===== src/rtl/mem_wait_pkg.sv =====
// Shared definitions for the memory wait-state controller.
//   - ctrl_state_e : controller FSM states (IDLE, ACCESS, DONE)
//   - WAIT_CYCLES_DEFAULT : default number of memory wait states
//   - CNT_W : width of the wait-state counter
//   - is_aligned() : word-alignment test on the two address LSBs
package mem_wait_pkg;

    localparam int unsigned WAIT_CYCLES_DEFAULT = 32'd2;
    localparam int unsigned CNT_W               = 32'd4;

    typedef enum logic [1:0] {
        IDLE   = 2'd0,
        ACCESS = 2'd1,
        DONE   = 2'd2
    } ctrl_state_e;

    // A word access is legal only when the byte offset is zero.
    function automatic logic is_aligned(input logic [1:0] adr_lsb);
        return (adr_lsb == 2'b00);
    endfunction

endpackage


===== src/rtl/wait_counter.sv =====
// Wait-state counter for the memory controller.
// Ports:
//   clk, rst  : clock, asynchronous active-low reset
//   load      : clear the count to zero (start of an access)
//   enable    : advance the count by one
//   tc        : terminal count reached (count == TERMINAL)
// The count saturates at its maximum so it can never wrap inside one access.
module wait_counter
    import mem_wait_pkg::*;
#(
    parameter int unsigned TERMINAL = WAIT_CYCLES_DEFAULT
) (
    input  logic clk,
    input  logic rst,
    input  logic load,
    input  logic enable,
    output logic tc
);

    localparam logic [CNT_W-1:0] TC_VAL  = CNT_W'(TERMINAL);
    localparam logic [CNT_W-1:0] CNT_MAX = {CNT_W{1'b1}};

    logic [CNT_W-1:0] count_q;
    logic [CNT_W-1:0] count_d;

    // Next-count selection: load wins over enable, saturate at the top.
    always_comb begin
        count_d = count_q;
        if (load) begin
            count_d = '0;
        end else if (enable && (count_q != CNT_MAX)) begin
            count_d = count_q + {{(CNT_W-1){1'b0}}, 1'b1};
        end else begin
            count_d = count_q;
        end
    end

    // Count register.
    always_ff @(posedge clk or negedge rst) begin
        if (!rst) begin
            count_q <= '0;
        end else begin
            count_q <= count_d;
        end
    end

    assign tc = (count_q == TC_VAL);

endmodule


===== src/rtl/mem_wait_ctrl.sv =====
// Memory wait-state controller between the processor and data_mem.
// Accepts one word access at a time, holds the memory strobe for
// WAIT_CYCLES+1 cycles, then pulses cpu_ready for one cycle (DONE state).
// Ports:
//   clk, rst                 : clock, asynchronous active-low reset
//   cpu_adr, cpu_wdata       : processor address / store data
//   cpu_read, cpu_write      : processor request strobes, held until cpu_ready
//   cpu_rdata                : load data, held until the next completed read
//   cpu_ready                : one-cycle completion pulse
//   err                      : sticky error (misaligned or read+write together)
//   mem_adr, mem_wdata       : data_mem address / write data
//   mem_read, mem_write      : data_mem strobes, only ever high in ACCESS
//   mem_rdata                : data_mem read data (combinational from mem_adr)
module mem_wait_ctrl
    import mem_wait_pkg::*;
#(
    parameter int unsigned WAIT_CYCLES = WAIT_CYCLES_DEFAULT, // legal 0..15
    parameter int unsigned AW          = 32'd32
) (
    input  logic          clk,
    input  logic          rst,
    input  logic [AW-1:0] cpu_adr,
    input  logic [AW-1:0] cpu_wdata,
    input  logic          cpu_read,
    input  logic          cpu_write,
    output logic [AW-1:0] cpu_rdata,
    output logic          cpu_ready,
    output logic          err,
    output logic [AW-1:0] mem_adr,
    output logic [AW-1:0] mem_wdata,
    output logic          mem_read,
    output logic          mem_write,
    input  logic [AW-1:0] mem_rdata
);

    ctrl_state_e   state_q,     state_d;
    logic [AW-1:0] adr_q,       adr_d;
    logic [AW-1:0] wdata_q,     wdata_d;
    logic [AW-1:0] rdata_q,     rdata_d;
    logic          ready_q,     ready_d;
    logic          err_q,       err_d;
    logic          mem_read_q,  mem_read_d;
    logic          mem_write_q, mem_write_d;

    logic cnt_load_s;
    logic cnt_en_s;
    logic cnt_tc_s;

    wait_counter #(
        .TERMINAL (WAIT_CYCLES)
    ) u_wait_counter (
        .clk    (clk),
        .rst    (rst),
        .load   (cnt_load_s),
        .enable (cnt_en_s),
        .tc     (cnt_tc_s)
    );

    // Next-state and next-output logic. The memory strobes themselves
    // remember the operation while in ACCESS, so no separate op flop exists.
    always_comb begin
        state_d     = state_q;
        adr_d       = adr_q;
        wdata_d     = wdata_q;
        rdata_d     = rdata_q;
        ready_d     = 1'b0;
        err_d       = err_q;
        mem_read_d  = mem_read_q;
        mem_write_d = mem_write_q;
        cnt_load_s  = 1'b0;
        cnt_en_s    = 1'b0;

        case (state_q)
            IDLE: begin
                mem_read_d  = 1'b0;
                mem_write_d = 1'b0;
                if (cpu_read || cpu_write) begin
                    cnt_load_s = 1'b1;
                    if (!is_aligned(cpu_adr[1:0])) begin
                        // Misaligned: no memory cycle, complete with error.
                        err_d   = 1'b1;
                        ready_d = 1'b1;
                        state_d = DONE;
                    end else begin
                        adr_d       = cpu_adr;
                        wdata_d     = cpu_wdata;
                        // Read and write together resolves to a write.
                        mem_write_d = cpu_write;
                        mem_read_d  = cpu_read & ~cpu_write;
                        if (cpu_read && cpu_write) begin
                            err_d = 1'b1;
                        end else begin
                            err_d = err_q;
                        end
                        state_d = ACCESS;
                    end
                end else begin
                    state_d = IDLE;
                end
            end
            ACCESS: begin
                if (cnt_tc_s) begin
                    // Last wait cycle: data_mem output is valid for a read.
                    if (mem_read_q) begin
                        rdata_d = mem_rdata;
                    end else begin
                        rdata_d = rdata_q;
                    end
                    mem_read_d  = 1'b0;
                    mem_write_d = 1'b0;
                    ready_d     = 1'b1;
                    state_d     = DONE;
                end else begin
                    cnt_en_s = 1'b1;
                    state_d  = ACCESS;
                end
            end
            DONE: begin
                // Strobes still held by the processor here are ignored.
                mem_read_d  = 1'b0;
                mem_write_d = 1'b0;
                state_d     = IDLE;
            end
            default: begin
                mem_read_d  = 1'b0;
                mem_write_d = 1'b0;
                state_d     = IDLE;
            end
        endcase
    end

    // FSM state and all registered outputs.
    always_ff @(posedge clk or negedge rst) begin
        if (!rst) begin
            state_q     <= IDLE;
            adr_q       <= '0;
            wdata_q     <= '0;
            rdata_q     <= '0;
            ready_q     <= 1'b0;
            err_q       <= 1'b0;
            mem_read_q  <= 1'b0;
            mem_write_q <= 1'b0;
        end else begin
            state_q     <= state_d;
            adr_q       <= adr_d;
            wdata_q     <= wdata_d;
            rdata_q     <= rdata_d;
            ready_q     <= ready_d;
            err_q       <= err_d;
            mem_read_q  <= mem_read_d;
            mem_write_q <= mem_write_d;
        end
    end

    assign cpu_rdata = rdata_q;
    assign cpu_ready = ready_q;
    assign err       = err_q;
    assign mem_adr   = adr_q;
    assign mem_wdata = wdata_q;
    assign mem_read  = mem_read_q;
    assign mem_write = mem_write_q;

endmodule


===== config.mk =====
export PLATFORM = sky130hd
export DESIGN_NAME = mem_wait_ctrl
export DESIGN_NICKNAME = d
export VERILOG_FILES = /design/src/rtl/mem_wait_pkg.sv /design/src/rtl/wait_counter.sv /design/src/rtl/mem_wait_ctrl.sv
export SDC_FILE = /design/constraint.sdc
export NUM_CORES = 1
export LEC_CHECK = 0
export ABC_CLOCK_PERIOD_IN_PS = 4950
export CAP_MARGIN = 20
export CORE_MARGIN = 8
export CORE_UTILIZATION = 44
export CTS_CLUSTER_SIZE = 30
export DETAILED_ROUTE_END_ITERATION = 16
export HOLD_SLACK_MARGIN = 0.08
export PLACE_DENSITY = 0.94
export SYNTH_ARGS = -nofsm -noshare
export SYNTH_HDL_FRONTEND = slang
export SYNTH_HIERARCHICAL = 1
export SYNTH_SLANG_ARGS = --single-unit

===== constraint.sdc =====
create_clock -name clk -period 4.95 [get_ports clk]
set_input_delay 0.99 -clock clk [delete_from_list [all_inputs] [get_ports clk]]
set_output_delay 0.99 -clock clk [all_outputs]
set_load 0.01 [all_outputs]

After elaboration in Yosys (flattened, before gate mapping)

Index checks and enable logic that the tools add are counted.

Bits in writable memories: 0
Bits in latches: 0
Register bits: 106
Memories kept: 0
Memory bits (read-only): 0
Output and inout port bits: 100

Add/subtract/negate cells: 1
Reductions and logical operators: 9
Muxes and demuxes: 23
Bitwise operators: 2
Shift-type cells: 0
Eq/ne operators: 5
$mul: 0
$lt $le $gt $ge: 0
Div/mod/pow operators: 0

Operators with widths:

| cell                                          | count |
|---|---|
| two-way mux 1 bit                             | 14 |
| AND reduction 3 bit                           | 3 |
| two-way mux 4 bit                             | 2 |
| two-way mux 2 bit                             | 3 |
| case mux 1 bit (2 select lines)               | 3 |
| adder 4 x 1 -> 4 bit, second input constant   | 1 |
| == test 4 x 2 -> 1 bit, second input constant | 1 |
| zero test 2 bit                               | 2 |
| != test 4 bit, second input constant          | 1 |
| case mux 2 bit (2 select lines)               | 1 |
| == test 2 x 1 -> 1 bit, second input constant | 1 |
| logical AND 1 bit                             | 2 |
| != test 2 x 1 -> 1 bit, second input constant | 1 |
| != test 2 bit, second input constant          | 1 |
| nonzero test 2 bit                            | 1 |
| AND 1 bit                                     | 1 |
| logical OR 1 bit                              | 1 |
| inverter 1 bit                                | 1 |

Depth between registers and ports, before layout

Depth in word-level cells: 6
Mapped depth: 7
Gate-level depth less buffers: 7

Cells and area by module

Netlist, hierarchy kept.

Modules (own cells, without submodules):

| module        | times used | cells each | area an instance (µm²) | seq. area each (µm²) |
|---|---|---|---|---|
| mem_wait_ctrl | 1          | 225        | 3877.5                 | 2527.4 |
| wait_counter  | 1          | 23         | 251.5                  | 100.1 |

Worst setup path before layout

No wires, ideal clock.

Path kind: input to register
Start point: input cpu_adr[1]
End point: register wdata_q[22] (netlist: mem_wdata[22])
Library setup time: 125 ps
Cell stages on the path: 5
Path slack: 2764 ps
Data required time: 4825 ps
Arrival time: 2061 ps
Cell sequence: nor4_4 -> and2b_1 -> buf_6 -> buf_8 -> mux2_4

Word-level cells in the longest chain between the ends: 2

RTL lines:

| what                          | line                 | RTL |
|---|---|---|
| start, declared               | mem_wait_ctrl.sv:22  | `input logic [AW-1:0] cpu_adr,` |
| zero test 2 bit               | mem_wait_pkg.sv:19   | `return (adr_lsb == 2'b00);` |
| AND reduction 3 bit (no line) | -                    |  |
| end signal, assigned          | mem_wait_ctrl.sv:146 | `wdata_q <= wdata_d;` |
| end, declared                 | mem_wait_ctrl.sv:38  | `logic [AW-1:0] wdata_q, wdata_d;` |

Every way passes these cells.
A chain may end at the register's enable or synchronous reset.

Final worst setup path

Start point: input cpu_adr[1]
End point: register adr_q[5] (netlist: mem_adr[5])

Word-level cells in the longest chain between the ends: 2

RTL lines:

| what                          | line                 | RTL |
|---|---|---|
| zero test 2 bit               | mem_wait_pkg.sv:19   |  |
| AND reduction 3 bit (no line) | -                    |  |
| end signal, assigned          | mem_wait_ctrl.sv:145 | `adr_q <= adr_d;` |
| end, declared                 | mem_wait_ctrl.sv:37  | `logic [AW-1:0] adr_q, adr_d;` |

Every way passes these cells.

==> metrics.md <==
| Metric | Value |
|---|---|
| Reg power frac | `42.9%` |
| Setup crit end kind | `flip-flop` |
| Global Route Usage Sum | `17.0%` |
| Net Sw Power | `889 µW` |
| Critical path class | `in -> reg` |
| Worst EP arrival | `2.93 ns` |
| Number of remaining DRC errors | `0` |
| Vias in the first global route | `3138` |
| RSZ-0062 raised after global routing | `false` |
| CTS clk-pin slew, worst paths | `0.09 ns` |
| Worst vdd ir | `0.000239 V` |
| Worst skew pair latency | `0.35 ns` |
| Worst hold path type | `reg -> reg` |
| P_int | `2150 µW` |
| Hpwl dp | `8.49 mm` |
| Yosys top cell by area | `dfrtp_1` |
| Period Utilization, post-route | `54.5%` |
| Synth Area per Inst | `16.6 µm²` |
| Sw frac | `29.2%` |
| Ys async rst share | `100%` |
| MaxCap Viol Count | `0` |
| Pwr dens | `478 nW/µm²` |
| Post-synth top area share | `63.6%` |
| Worst slew pin tran | `0.851 ns` |
| YS warnings | `6` |
| ANT cells | `0` |
| Max clock buf depth | `2` |
| Area Growth Syn to Fin | `54.3%` |
| Setup TNS | `0 ns` |
| Vias per cell | `4.90` |
| IO Count | `200` |
| Startpoint class of the critical path | `input pin` |
| Global-route wire length before repair | `17.1 mm` |
| Largest net degree at the start of global routing | `70` |
| Slew Limit Fails | `0` |
| Comb power frac | `39.4%` |
| R2R depth | `6` |
| Req. time, crit path | `5.18 ns` |
| Post-cts sizing count | `0` |
| Slowest cell on crit path | `clkdlybuf4s50_1` |
| Max H-tree Level | `3` |
| Syn_nets | `350` |
| Unique masters post-synth | `31` |
| Syn Inst Count | `248` |
| Clock Power Share | `17.7%` |
| Clock tree sinks | `105` |
| Layout cells sized above 1 | `15.8%` |
| Drt pass-1 iters | `4` |
| Fmax | `371 MHz` |
| WHS Path Cells | `1` |
| EDFF count, synth | `0` |
| Width of the die | `113 µm` |
| Tmin final | `2.70 ns` |
| Setup violations, final | `0` |
| CP peak stage delay | `0.46 ns` |
| Final GP Congestion | `0.763` |
| Leakage | `0.00268 µW` |
| Row cnt | `35` |
| Area contributors post-synth | `dfrtp_1 64%, mux2_1 13%, mux2_2 11%` |
| Buffers on Ports | `199` |
| Fin util | `69.6%` |
| Routed vias | `2779` |
| GR Overflow Total | `0` |
| Hold Vio Cnt, Final | `0` |
| CTS tree | `yes` |
| Drt total wl | `10.9 mm` |
| Outcome | `completed` |
| WL/cell | `19.2 µm` |
| Drt initial violations | `82` |
| CTS Hold Bufs | `0` |
| Die Ht | `113 µm` |
| Seq cells post-synth | `105` |
| Synth Flop Type | `dfrtp_1` |
| Core region area | `9150 µm²` |
| Root buf cell | `clkbuf_8` |
| Die area | `12700 µm²` |
| Register area share after synthesis | `63.6%` |
| Setup Buffers After CTS | `0` |
| Initial antenna violation count | `0` |
| Post-route ant nets | `0` |
| CP cell instances | `clkdlybuf4s50_1, nor4_4, and2b_2, buf_12, mux2_2` |
| Relative slew margins | `43.3%` |
| Mapped Area | `4130 µm²` |
| Cts bufs inserted | `9` |
| Initial Util | `45.1%` |
| Final layout net count | `553` |
| Setup Skew | `0.0170 ns` |
| Worst Hold Slack | `0.492 ns` |
| Crit-path max FO | `57` |
## path summary, 6_finish.rpt
| check | from | end | slack [ns] |
|---|---|---|---|
| worst min-delay path | mem_adr[29] | mem_adr[29] | 0.49 |
| min in group asynchronous | rst | mem_wdata[19] | 0.72 |
| worst min register to register | mem_adr[29] | mem_adr[29] | 0.49 |
| worst max-delay path | cpu_adr[1] | mem_adr[5] | 2.25 |
| worst max register to register | u_wait_counter/count_q[0] | u_wait_counter/count_q[1] | 2.70 |
| max in group asynchronous | rst | mem_adr[4] | 3.20 |
## critical path: cells and delay by family
family,cells,cell delay (ns)
simple gates,2,0.72
mux,1,0.39
buf+inv,2,0.77
## state kept, by name, summed over array words and instances (netlist names)
register	flops
mem_wdata	32
cpu_ready	1
mem_adr	32
cpu_rdata	32
state_q	1
err	1
mem_write	1
u_wait_counter/count_q	4
mem_read	1
## synth_stat cells (2+ instances only)
| library cell | n |
|---|---|
| nor2_1 | 5 |
| nor3b_1 | 2 |
| buf_12 | 4 |
| nor3_1 | 2 |
| dfrtp_1 | 105 |
| a21oi_1 | 3 |
| mux2_4 | 9 |
| mux2_1 | 47 |
| inv_1 | 4 |
| mux2_2 | 40 |
| buf_2 | 4 |
| ha_1 | 2 |
| nor2b_1 | 3 |
## layout by cell type, fill, tap and decap left out, types with 2 or more instances in the layout
master           count
clkdlybuf4s50_1    198
dfrtp_1            105
mux2_1              47
mux2_2              40
clkbuf_8            10
mux2_4               9
nor2_1               5
inv_1                4
a21oi_1              3
nor2b_1              3
buf_4                3
nor3b_1              2
nor3_1               2
clkinvlp_4           2
ha_1                 2
## final cells by class
class,instances,area (µm²)
fill,632,2780
sequential,105,2630
timing repair buffer,202,2020
multi-input combinational,129,1360
clock buffer,11,141
tap,111,139
clock inverter,5,62.6
inverter,4,15.0
## metrics by stage
step           total power, µW  instances  cell area (µm²)  worst slack, ns
2_1_floorplan             1790        248             4130             2.76
3_3_place_gp              2490        551             6170             1.98
3_5_place_dp              2540        551             6170             1.91
4_1_cts                   3090        567             6370             2.29
5_1_grt                   3210        567             6370             2.17
6_report                  3040        567             6370             2.25
## cells by family after synthesis
logic type / share of synthesized area (%)
flip-flops: 63.6
adder cells (fa/ha/maj): 0.848
buffers and inverters: 3.42
multiplexers: 27.0
AO/OA/AOI/OAI: 1.12
AND/OR/NAND/NOR: 3.97
## power by group through the flow
stage / Clock (µW) / Sequential, µW / Combinational, µW
after floorplan: 0 / 1440 / 352
after global placement: 0 / 1310 / 1180
after detailed placement: 0 / 1320 / 1220
after CTS: 557 / 1310 / 1220
after global routing: 587 / 1350 / 1280
final: 538 / 1310 / 1200
## metal layers
metal / global-route usage (%) / up-vias / part of all wire, %
met2: 30.4 / 113 / 52
met5: 0 / - / 0
met1: 19.6 / 1383 / 40
met3: 4.85 / 10 / 6.9
met4: 4.71 / 0 / 1.2
li1: - / 1273 / -
Note: power is estimated with default switching activity, not from simulation.
